`config.mk`:
```
export PLATFORM = sky130hd
export DESIGN_NAME = extinguisher_ctrl
export DESIGN_NICKNAME = d
export VERILOG_FILES = /design/src/rtl/extinguisher_ctrl.sv
export SDC_FILE = /design/constraint.sdc
export NUM_CORES = 1
export LEC_CHECK = 0
export CORE_ASPECT_RATIO = 1.25
export CORE_UTILIZATION = 28
export DETAILED_ROUTE_END_ITERATION = 16
export HOLD_SLACK_MARGIN = 0.12
export PLACE_DENSITY = 0.49
export SETUP_SLACK_MARGIN = 0.4
export SKIP_CTS_REPAIR_TIMING = 1
export SLEW_MARGIN = 10
export SYNTH_ARGS = -nofsm -noshare
export SYNTH_HDL_FRONTEND = slang
export SYNTH_SLANG_ARGS = --single-unit
```
`constraint.sdc`:
```
create_clock -name clk -period 1.5 [get_ports clk]
set_input_delay 0.225 -clock clk [delete_from_list [all_inputs] [get_ports clk]]
set_output_delay 0.225 -clock clk [all_outputs]
set_load 0.1 [all_outputs]
```
`src/rtl/extinguisher_ctrl.sv`:
```
// -----------------------------------------------------------------------------
// extinguisher_ctrl
//   Multi-zone fire-suppression controller for one shared extinguisher.
//   Level fire requests from NUM_ZONES zones are arbitrated round-robin. The
//   winning zone goes through ARM -> SPRAY -> COOL, then the controller returns
//   to IDLE. Spray time is metered in extinguisher-active cycles, with a
//   watchdog that ends SPRAY if the extinguisher never reports enough activity.
//
// Ports
//   clk         in   1          system clock, rising edge
//   clr         in   1          asynchronous, active-high reset
//   fire_req    in   NUM_ZONES  level request per zone (bit i = zone i)
//   abort       in   1          manual abort, level
//   ext_active  in   1          extinguisher is spraying
//   ext_enable  out  1          enable to the extinguisher (high in SPRAY)
//   zone        out  ZONE_W     index of the granted zone (holds after release)
//   grant       out  NUM_ZONES  one-hot grant, 0 when idle
//   busy        out  1          high in ARM / SPRAY / COOL
//   done        out  1          one-cycle pulse on COOL -> IDLE
//   fault       out  1          spray watchdog expired; cleared on next grant
// -----------------------------------------------------------------------------
module extinguisher_ctrl #(
  parameter  int ZONE_W       = 2,
  parameter  int ARM_CYCLES   = 4,
  parameter  int SPRAY_CYCLES = 16,
  parameter  int COOL_CYCLES  = 8,
  localparam int NUM_ZONES    = 2 ** ZONE_W
) (
  input  logic                 clk,
  input  logic                 clr,
  input  logic [NUM_ZONES-1:0] fire_req,
  input  logic                 abort,
  input  logic                 ext_active,
  output logic                 ext_enable,
  output logic [ZONE_W-1:0]    zone,
  output logic [NUM_ZONES-1:0] grant,
  output logic                 busy,
  output logic                 done,
  output logic                 fault
);

  // Watchdog horizon: four times the nominal spray length.
  localparam int WD_CYCLES = 4 * SPRAY_CYCLES;

  // The shared state counter must hold the largest per-state count.
  localparam int CNT_MAX_AC = (ARM_CYCLES > COOL_CYCLES) ? ARM_CYCLES : COOL_CYCLES;
  localparam int CNT_MAX    = (WD_CYCLES > CNT_MAX_AC) ? WD_CYCLES : CNT_MAX_AC;
  localparam int CNT_W      = $clog2(CNT_MAX + 1);

  localparam logic [CNT_W-1:0] ARM_LAST   = CNT_W'(ARM_CYCLES - 1);
  localparam logic [CNT_W-1:0] SPRAY_LAST = CNT_W'(SPRAY_CYCLES - 1);
  localparam logic [CNT_W-1:0] WD_LAST    = CNT_W'(WD_CYCLES - 1);
  localparam logic [CNT_W-1:0] COOL_LAST  = CNT_W'(COOL_CYCLES - 1);
  localparam logic [CNT_W-1:0] CNT_ZERO   = {CNT_W{1'b0}};
  localparam logic [CNT_W-1:0] CNT_ONE    = CNT_W'(1);

  localparam logic [1:0] S_IDLE  = 2'd0;
  localparam logic [1:0] S_ARM   = 2'd1;
  localparam logic [1:0] S_SPRAY = 2'd2;
  localparam logic [1:0] S_COOL  = 2'd3;

  // One-hot decode of a zone index.
  function automatic logic [NUM_ZONES-1:0] zone_onehot(input logic [ZONE_W-1:0] z);
    zone_onehot = {{(NUM_ZONES-1){1'b0}}, 1'b1} << z;
  endfunction

  logic [1:0]        state_r;
  logic [CNT_W-1:0]  cnt_r;        // cycles in current state; doubles as spray watchdog
  logic [CNT_W-1:0]  spray_cnt_r;  // ext_active-high cycles seen in SPRAY
  logic [ZONE_W-1:0] rr_r;         // zone that last completed a full sequence

  logic [1:0]        next_state_s;
  logic              fault_set_s;
  logic              state_change_s;
  logic              issue_grant_s;
  logic              release_s;
  logic              complete_s;
  logic [ZONE_W-1:0] cand_s;
  logic [ZONE_W-1:0] pick_zone_s;
  logic              pick_valid_s;

  // Round-robin pick: first requesting zone scanning upward from rr_r+1 with wrap.
  always_comb begin
    cand_s       = {ZONE_W{1'b0}};
    pick_zone_s  = {ZONE_W{1'b0}};
    pick_valid_s = 1'b0;
    for (int i = 1; i <= NUM_ZONES; i++) begin
      // Index arithmetic wraps naturally at ZONE_W bits, giving the mod.
      cand_s       = rr_r + ZONE_W'(i);
      pick_zone_s  = (!pick_valid_s && fire_req[cand_s]) ? cand_s : pick_zone_s;
      pick_valid_s = pick_valid_s | fire_req[cand_s];
    end
  end

  // Next-state decision; same-edge priority in SPRAY is abort, completion, watchdog.
  always_comb begin
    next_state_s = state_r;
    fault_set_s  = 1'b0;
    case (state_r)
      S_IDLE: begin
        if (!abort && pick_valid_s) begin
          next_state_s = S_ARM;
        end else begin
          next_state_s = S_IDLE;
        end
      end
      S_ARM: begin
        // Losing the request or an abort cancels before anything sprays.
        if (abort || !fire_req[zone]) begin
          next_state_s = S_IDLE;
        end else if (cnt_r == ARM_LAST) begin
          next_state_s = S_SPRAY;
        end else begin
          next_state_s = S_ARM;
        end
      end
      S_SPRAY: begin
        // fire_req is deliberately not consulted: a started spray always finishes.
        if (abort) begin
          next_state_s = S_COOL;
        end else if (ext_active && (spray_cnt_r == SPRAY_LAST)) begin
          next_state_s = S_COOL;
        end else if (cnt_r == WD_LAST) begin
          next_state_s = S_COOL;
          fault_set_s  = 1'b1;
        end else begin
          next_state_s = S_SPRAY;
        end
      end
      S_COOL: begin
        if (cnt_r == COOL_LAST) begin
          next_state_s = S_IDLE;
        end else begin
          next_state_s = S_COOL;
        end
      end
      default: begin
        next_state_s = S_IDLE;
      end
    endcase
  end

  // Event decode shared by the register blocks below.
  always_comb begin
    state_change_s = (next_state_s != state_r);
    issue_grant_s  = (state_r == S_IDLE) && (next_state_s == S_ARM);
    release_s      = (state_r != S_IDLE) && (next_state_s == S_IDLE);
    complete_s     = (state_r == S_COOL) && (next_state_s == S_IDLE);
  end

  // State register.
  always_ff @(posedge clk or posedge clr) begin
    if (clr) begin
      state_r <= S_IDLE;
    end else begin
      state_r <= next_state_s;
    end
  end

  // State counter: cleared on every state change, parked at zero in IDLE.
  always_ff @(posedge clk or posedge clr) begin
    if (clr) begin
      cnt_r <= CNT_ZERO;
    end else if (state_change_s || (state_r == S_IDLE)) begin
      cnt_r <= CNT_ZERO;
    end else begin
      cnt_r <= cnt_r + CNT_ONE;
    end
  end

  // Spray meter: counts extinguisher-active cycles while in SPRAY.
  always_ff @(posedge clk or posedge clr) begin
    if (clr) begin
      spray_cnt_r <= CNT_ZERO;
    end else if (state_change_s) begin
      spray_cnt_r <= CNT_ZERO;
    end else if ((state_r == S_SPRAY) && ext_active) begin
      spray_cnt_r <= spray_cnt_r + CNT_ONE;
    end else begin
      spray_cnt_r <= spray_cnt_r;
    end
  end

  // Round-robin pointer moves only when a sequence completes through COOL.
  always_ff @(posedge clk or posedge clr) begin
    if (clr) begin
      rr_r <= {ZONE_W{1'b1}};
    end else if (complete_s) begin
      rr_r <= zone;
    end else begin
      rr_r <= rr_r;
    end
  end

  // Grant and zone outputs; zone keeps its last value after release.
  always_ff @(posedge clk or posedge clr) begin
    if (clr) begin
      grant <= {NUM_ZONES{1'b0}};
      zone  <= {ZONE_W{1'b0}};
    end else if (issue_grant_s) begin
      grant <= zone_onehot(pick_zone_s);
      zone  <= pick_zone_s;
    end else if (release_s) begin
      grant <= {NUM_ZONES{1'b0}};
      zone  <= zone;
    end else begin
      grant <= grant;
      zone  <= zone;
    end
  end

  // Status outputs derived from the state being entered.
  always_ff @(posedge clk or posedge clr) begin
    if (clr) begin
      ext_enable <= 1'b0;
      busy       <= 1'b0;
      done       <= 1'b0;
    end else begin
      ext_enable <= (next_state_s == S_SPRAY);
      busy       <= (next_state_s != S_IDLE);
      done       <= complete_s;
    end
  end

  // Fault flag: set by watchdog expiry, held until the next grant.
  always_ff @(posedge clk or posedge clr) begin
    if (clr) begin
      fault <= 1'b0;
    end else if (issue_grant_s) begin
      fault <= 1'b0;
    end else if (fault_set_s) begin
      fault <= 1'b1;
    end else begin
      fault <= fault;
    end
  end

endmodule

```
---- After elaboration in Yosys (flattened, before gate mapping) ----
Cells that the tools add are included.
storage, ports and cells
  flip-flop bits (word level) ............. 28
  input bits .............................. 8
  output and inout port bits .............. 10
  logic and storage cells ................. 90
operators by class
  add/sub/neg operators ................... 5
  magnitude comparators ................... 5
  equality and inequality tests ........... 10
  shift-type cells ........................ 1
  mux-type cells .......................... 33
  bitwise gates (word level) .............. 3
  reduce and logical (&&, ||, !) cells .... 23
operator list
  kind                                                                   number
  7-bit 2-to-1 mux                                                       3
  2-bit by 3-bit < comparator with 1-bit output, second input constant   5
  1-bit 2-to-1 mux                                                       15
  7-bit by 1-bit adder with 7-bit output, second input constant          2
  2-bit 2-to-1 mux                                                       7
  1-bit binary-select mux with 2-bit select                              5
  2-bit nonzero test                                                     5
  1-bit logical AND                                                      9
  4-bit 2-to-1 mux                                                       2
  2-bit one-hot mux with 4 select lines                                  1
  7-bit by 2-bit equality test with 1-bit output, second input constant  1
  7-bit by 3-bit equality test with 1-bit output, second input constant  1
  7-bit by 4-bit equality test with 1-bit output, second input constant  1
  7-bit by 6-bit equality test with 1-bit output, second input constant  1
  2-bit equality test, second input constant                             3
  1-bit zero test                                                        5
  2-bit adder, second input constant                                     2
  2-bit by 1-bit equality test with 1-bit output, second input constant  2
  2-bit zero test                                                        2
  1-bit by 2-bit << shifter with 4-bit output, first input constant      1
  1-bit bitwise OR                                                       3
  2-bit by 1-bit adder with 2-bit output, second input constant          1
  1-bit logical OR                                                       2
  2-bit inequality test                                                  1

---- Longest topological paths before layout ----
  word-level depth ........................ 13
  mapped depth ............................ 7
  gate-level depth less buffers ........... 6

---- Worst setup path after synthesis ----
No wires, ideal clock.
  path type ............................... register -> register
  start point ............................. register zone[1]
  end point ............................... register grant[1]
  library setup time ...................... 152 ps
  arrival ................................. 1889 ps
  data required time ...................... 1348 ps
  slack ................................... -541 ps
  stages on the path, launching flop included .. 6
  buffers on the path ..................... 0
  period minus slack after synthesis ...... 2041 ps
  path through ............................ dfrtp_1 mux2i_1 o22ai_1 or2_2 nor2_1 a211oi_1
on the way
  word-level cells in the longest chain between the ends .. 9
  elaborated cells on any way between the ends .. 12
  those cells by class .................... eq/ne: 1; mux: 5; reduce/logical: 6
ends and longest elaborated chain
  item                                                                               line      text
  from (decl)                                                                        35        output logic [ZONE_W-1:0] zone,
  from (signal assigned)                                                             199       zone <= {ZONE_W{1'b0}};
  from (signal assigned)                                                             202       zone <= pick_zone_s;
  from (signal assigned)                                                             205       zone <= zone;
  1-bit binary-select mux with 2-bit select *                                        109       if (abort || !fire_req[zone]) begin
  1-bit 2-to-1 mux (implied by the code) *                                           109
  1-bit zero test *                                                                  109
  1-bit logical OR *                                                                 109
  2-bit 2-to-1 mux *                                                                 109
  2-bit one-hot mux with 4 select lines *                                            99        case (state_r)
  2-bit by 1-bit equality test with 1-bit output or 2-bit zero test (tied branches)  146, 147
  1-bit logical AND, on equally long branches                                        146, 147
  4-bit 2-to-1 mux or 2-bit nonzero test (tied branches)                             -
  to (signal assigned)                                                               198       grant <= {NUM_ZONES{1'b0}};
  to (signal assigned)                                                               201       grant <= zone_onehot(pick_zone_s);
  to (signal assigned)                                                               204       grant <= {NUM_ZONES{1'b0}};
  to (decl)                                                                          36        output logic [NUM_ZONES-1:0] grant,
Mark *: on every way between the ends. The rest lies on a longest branch, timed or not. The select of a mux whose other input is x is not followed.
A chain may end at the register's enable or synchronous reset.

---- Worst setup path in the final report ----
  start point ............................. register rr_r[1]
  end point ............................... register grant[2]
on the way
  word-level cells in the longest chain between the ends .. 12
  elaborated cells on any way between the ends .. 34
  those cells by class .................... add/sub: 3; eq/ne: 1; shift: 1; mux: 15; bitwise: 3; reduce/logical: 11
ends and longest elaborated chain
  item                                                                               line      text
  from (decl)                                                                        70        logic [ZONE_W-1:0] rr_r;
  from (signal assigned)                                                             187       rr_r <= {ZONE_W{1'b1}};
  from (signal assigned)                                                             189       rr_r <= zone;
  from (signal assigned)                                                             191       rr_r <= rr_r;
  2-bit by 1-bit adder with 2-bit output or 2-bit adder (tied branches)              89        cand_s = rr_r + ZONE_W'(i);
  1-bit binary-select mux with 2-bit select                                          90, 91
  1-bit 2-to-1 mux (implied by the code)                                             90, 91
  1-bit bitwise OR (3 in a row)                                                      91        pick_valid_s = pick_valid_s | fire_req[cand_s];
  1-bit logical AND                                                                  101       if (!abort && pick_valid_s) begin
  1-bit 2-to-1 mux                                                                   101
  2-bit one-hot mux with 4 select lines                                              99
  2-bit by 1-bit equality test with 1-bit output or 2-bit zero test (tied branches)  146, 147
  1-bit logical AND, on equally long branches                                        146, 147
  4-bit 2-to-1 mux or 2-bit nonzero test (tied branches)                             -
Parallel ways exist; a longest one is shown, timed or not. The select of a mux whose other input is x is not followed.

==> flow_summary.yaml <==
floorplan:
  ioPinCount: 18
  core_um2: 5190
  start_util: 0.296
  dieHeight_um: 84.9
  dieArea_um2: 5790
  die_w_um: 68.3
  rows: 29
pwr:
  switching_share: 0.441
  p_switching_uw: 1540
  comb_power_share: 0.565
  power_density_nw_per_um2: 1390
  peakVddDrop_v: 0.000616
  clockPowerShare: 0.134
  p_leak_uw: 0.00107
  power_frac_seq: 0.302
  intPower_uw: 1950
  p_total_uw: 3500
yosys:
  syn-mean-instance-area_um2: 10.3
  ys_seq_area_frac: 0.457
  ys_ff_latch: 28
  synth_area_um2: 1540
  synth_top_area_frac: 0.423
  yosysTopAreaCell: "dfrtp_1"
  synthTopCellsByArea: "dfrtp_1 42%, nor2_1 4.1%, dfstp_2 3.4%"
  synth_cell_types: 48
  yosys_warnings: 0
  syn-num-nets: 159
  syn_inst: 149
timing:
  drv_slew: 0
  worst_slew_pin_slew_ns: 0.360
  period_needed_ns: 1.64
  setup_ws_ns: -0.137
  finalHoldViolCount: 0
  hold-worst-slack_ns: 0.282
  rsz0062_at_grt: "true"
  finClkSkew_ns: 0.00470
  setup_viol: 19
  min_period_over_period: 1.09
  slew_headroom: 0.760
  clock.fmax_mhz: 611
routing:
  num_vias: 1319
  drt-vias-per-instance: 4.83
  drt-initial-drc-count: 58
  drc_errors: 0
  routed_wl_um: 3710
  wl_per_cell_um: 13.6
  first_pass_iters: 4
  antenna_left: 0
run_status:
  violations: "negative setup slack"
  status: "complete, but fails checks"
critical_path:
  regToRegSetupSlack_ns: -0.14
  worstRegToRegCells: 4
  r2r_start: "rr_r[1]"
  cp-end-kind: "flop"
  start_kind: "flop"
  cp.required_ns: 1.70
  crit_end: "grant[2]"
  critPathKind: "flop to flop"
  r2r_end: "grant[2]"
  critPathLaunch: "rr_r[1]"
  crit_fanout: 4
  worstPathArrival_ns: 1.83
clock_tree:
  cts_tree: "built"
  clk_latency_ns: 0.28
  cts_buffers: 3
  cts.path.max_buffers: 2
  cts.sinks: 28
  h-tree-depth: 1
  path_clk_slew_ns: 0.09
  clockRootBuffer: "clkbuf_8"
placed_design:
  place_ws_ns: -0.460
  port_buffers: 17
  routabilityCongestion: 0.776
  dp_hpwl_um: 2780
  placed_cells: 263
layout:
  layoutNonFillerInstCount: 273
  n_fill_cell: 465
  num-nets-final: 222
  n_antenna_cell: 0
  synthToLayoutAreaGrowth_pct: 63.9
  drive_gt1_frac: 0.573
global_routing:
  grt_max_degree: 29
  grt_pass1_vias: 1303
  antenna_found_initial: 0
  grt_usage: 0.129
  grt_pass1_wl_um: 5680
  overflow: 0
worst_hold_path:
  hold_class: "primary input to asynchronous set/reset pin"
flow_run:
  max_cap_violations: 0
registers in the layout, indices dropped and copies added, names as in the netlist:
register	cells
cnt_r	7
spray_cnt_r	7
grant	4
rr_r	2
state_r	2
zone	2
busy	1
done	1
ext_enable	1
fault	1
worst min-delay path by stage:
stage	from	end	cells past startpoint
2_1_floorplan	clr	cnt_r[0]	1
3_3_place_gp	cnt_r[0]	cnt_r[0]	2
3_5_place_dp	fault	fault	2
4_1_cts	clr	spray_cnt_r[1]	3
5_1_grt	clr	ext_enable	3
6_report	clr	grant[1]	3
cells in the final DEF, fill, tap and decap left out, types with 2 or more instances in the layout:
cell | synthesis | final
buf_4 | 0 | 36
dfrtp_1 | 26 | 15
nand2_1 | 13 | 11
buf_12 | 0 | 11
nor2_2 | 1 | 10
dfrtp_2 | 0 | 9
buf_6 | 1 | 9
nor2_1 | 17 | 7
xnor2_1 | 6 | 6
nand3_1 | 7 | 6
o21ai_1 | 4 | 5
xor2_1 | 4 | 4
clkbuf_8 | 0 | 4
dlymetal6s2s_1 | 0 | 4
nor4_4 | 2 | 3
nand2b_1 | 3 | 3
inv_1 | 4 | 3
a21oi_1 | 6 | 3
a211oi_2 | 1 | 3
a21oi_2 | 1 | 3
mux2_4 | 2 | 3
clkdlybuf4s50_1 | 0 | 3
and3_4 | 0 | 2
nand3_4 | 1 | 2
mux2i_1 | 3 | 2
and2_1 | 3 | 2
o211ai_1 | 2 | 2
nand2_2 | 0 | 2
nor2b_1 | 3 | 2
dfstp_2 | 2 | 2
dfrtp_4 | 0 | 2
power by group through the flow:
stage	Combinational (µW)	Sequential [µW]	Clock (µW)
after global placement	1810	1060	0
after floorplan	501	1670	0
after CTS	1830	1050	483
after global routing	2060	1070	513
after detailed placement	1830	1060	0
final	1970	1060	468
per-layer routing:
layer  wire, µm  vias to the layer above  GRT usage
met4         44                        0     0.0436
met1       1490                      640      0.145
met3        102                        5     0.0121
met5          0                        -          0
li1           -                      655          -
met2       2080                       19      0.241
synthesized netlist by cell type (all sizes together):
cell type,instances
nand2,13
dfstp,2
nand3b,1
mux2i,3
and3,3
o22ai,1
xnor2,6
a31o,1
and4,1
buf,5
o41ai,1
a2111o,1
o221ai,2
a2bb2oi,1
or2,2
o21a,1
dfrtp,26
nand4b,1
o31ai,1
nor3,2
inv,4
nor3b,2
and2,3
nand3,8
o311a,1
nand2b,3
mux2,4
nor4,3
ha,2
a211oi,4
o21ai,7
nor2,18
a21oi,7
o211ai,2
xor2,4
nor2b,3
area by class of cell:
type | count | area (µm²) | area share
inverter | 4 | 17.5 | 0.00695
sequential | 28 | 722 | 0.286
tap | 62 | 77.6 | 0.0308
multi-input combinational | 112 | 976 | 0.387
clock buffer | 4 | 55.1 | 0.0218
timing repair buffer | 63 | 672 | 0.267
critical path, cell delays in order (launching register included):
cell and delay, ns:
dfstp_2 0.60, mux2i_4 0.27, o221ai_4 0.15, a2111o_1 0.32, a211oi_2 0.21
logic make-up after synthesis:
family / Yosys count / synth area share
buffers and inverters: 9 / 0.0301
flip-flops: 28 / 0.457
AO/OA/AOI/OAI: 30 / 0.148
AND/OR/NAND/NOR: 63 / 0.238
XOR/XNOR: 10 / 0.0570
multiplexers: 7 / 0.0537
adder cells (fa/ha/maj): 2 / 0.0163
per-stage QoR:
step                area [µm²]  TNS [ns]   util
finish                    2520     -1.51  0.486
global route              2520     -3.24  0.486
CTS                       2270     -3.66  0.438
detailed placement        2220     -9.49  0.428
global placement          2220     -8.16  0.428
floorplan                 1600     -1.70      -
Power figures use the tool's default switching activity.
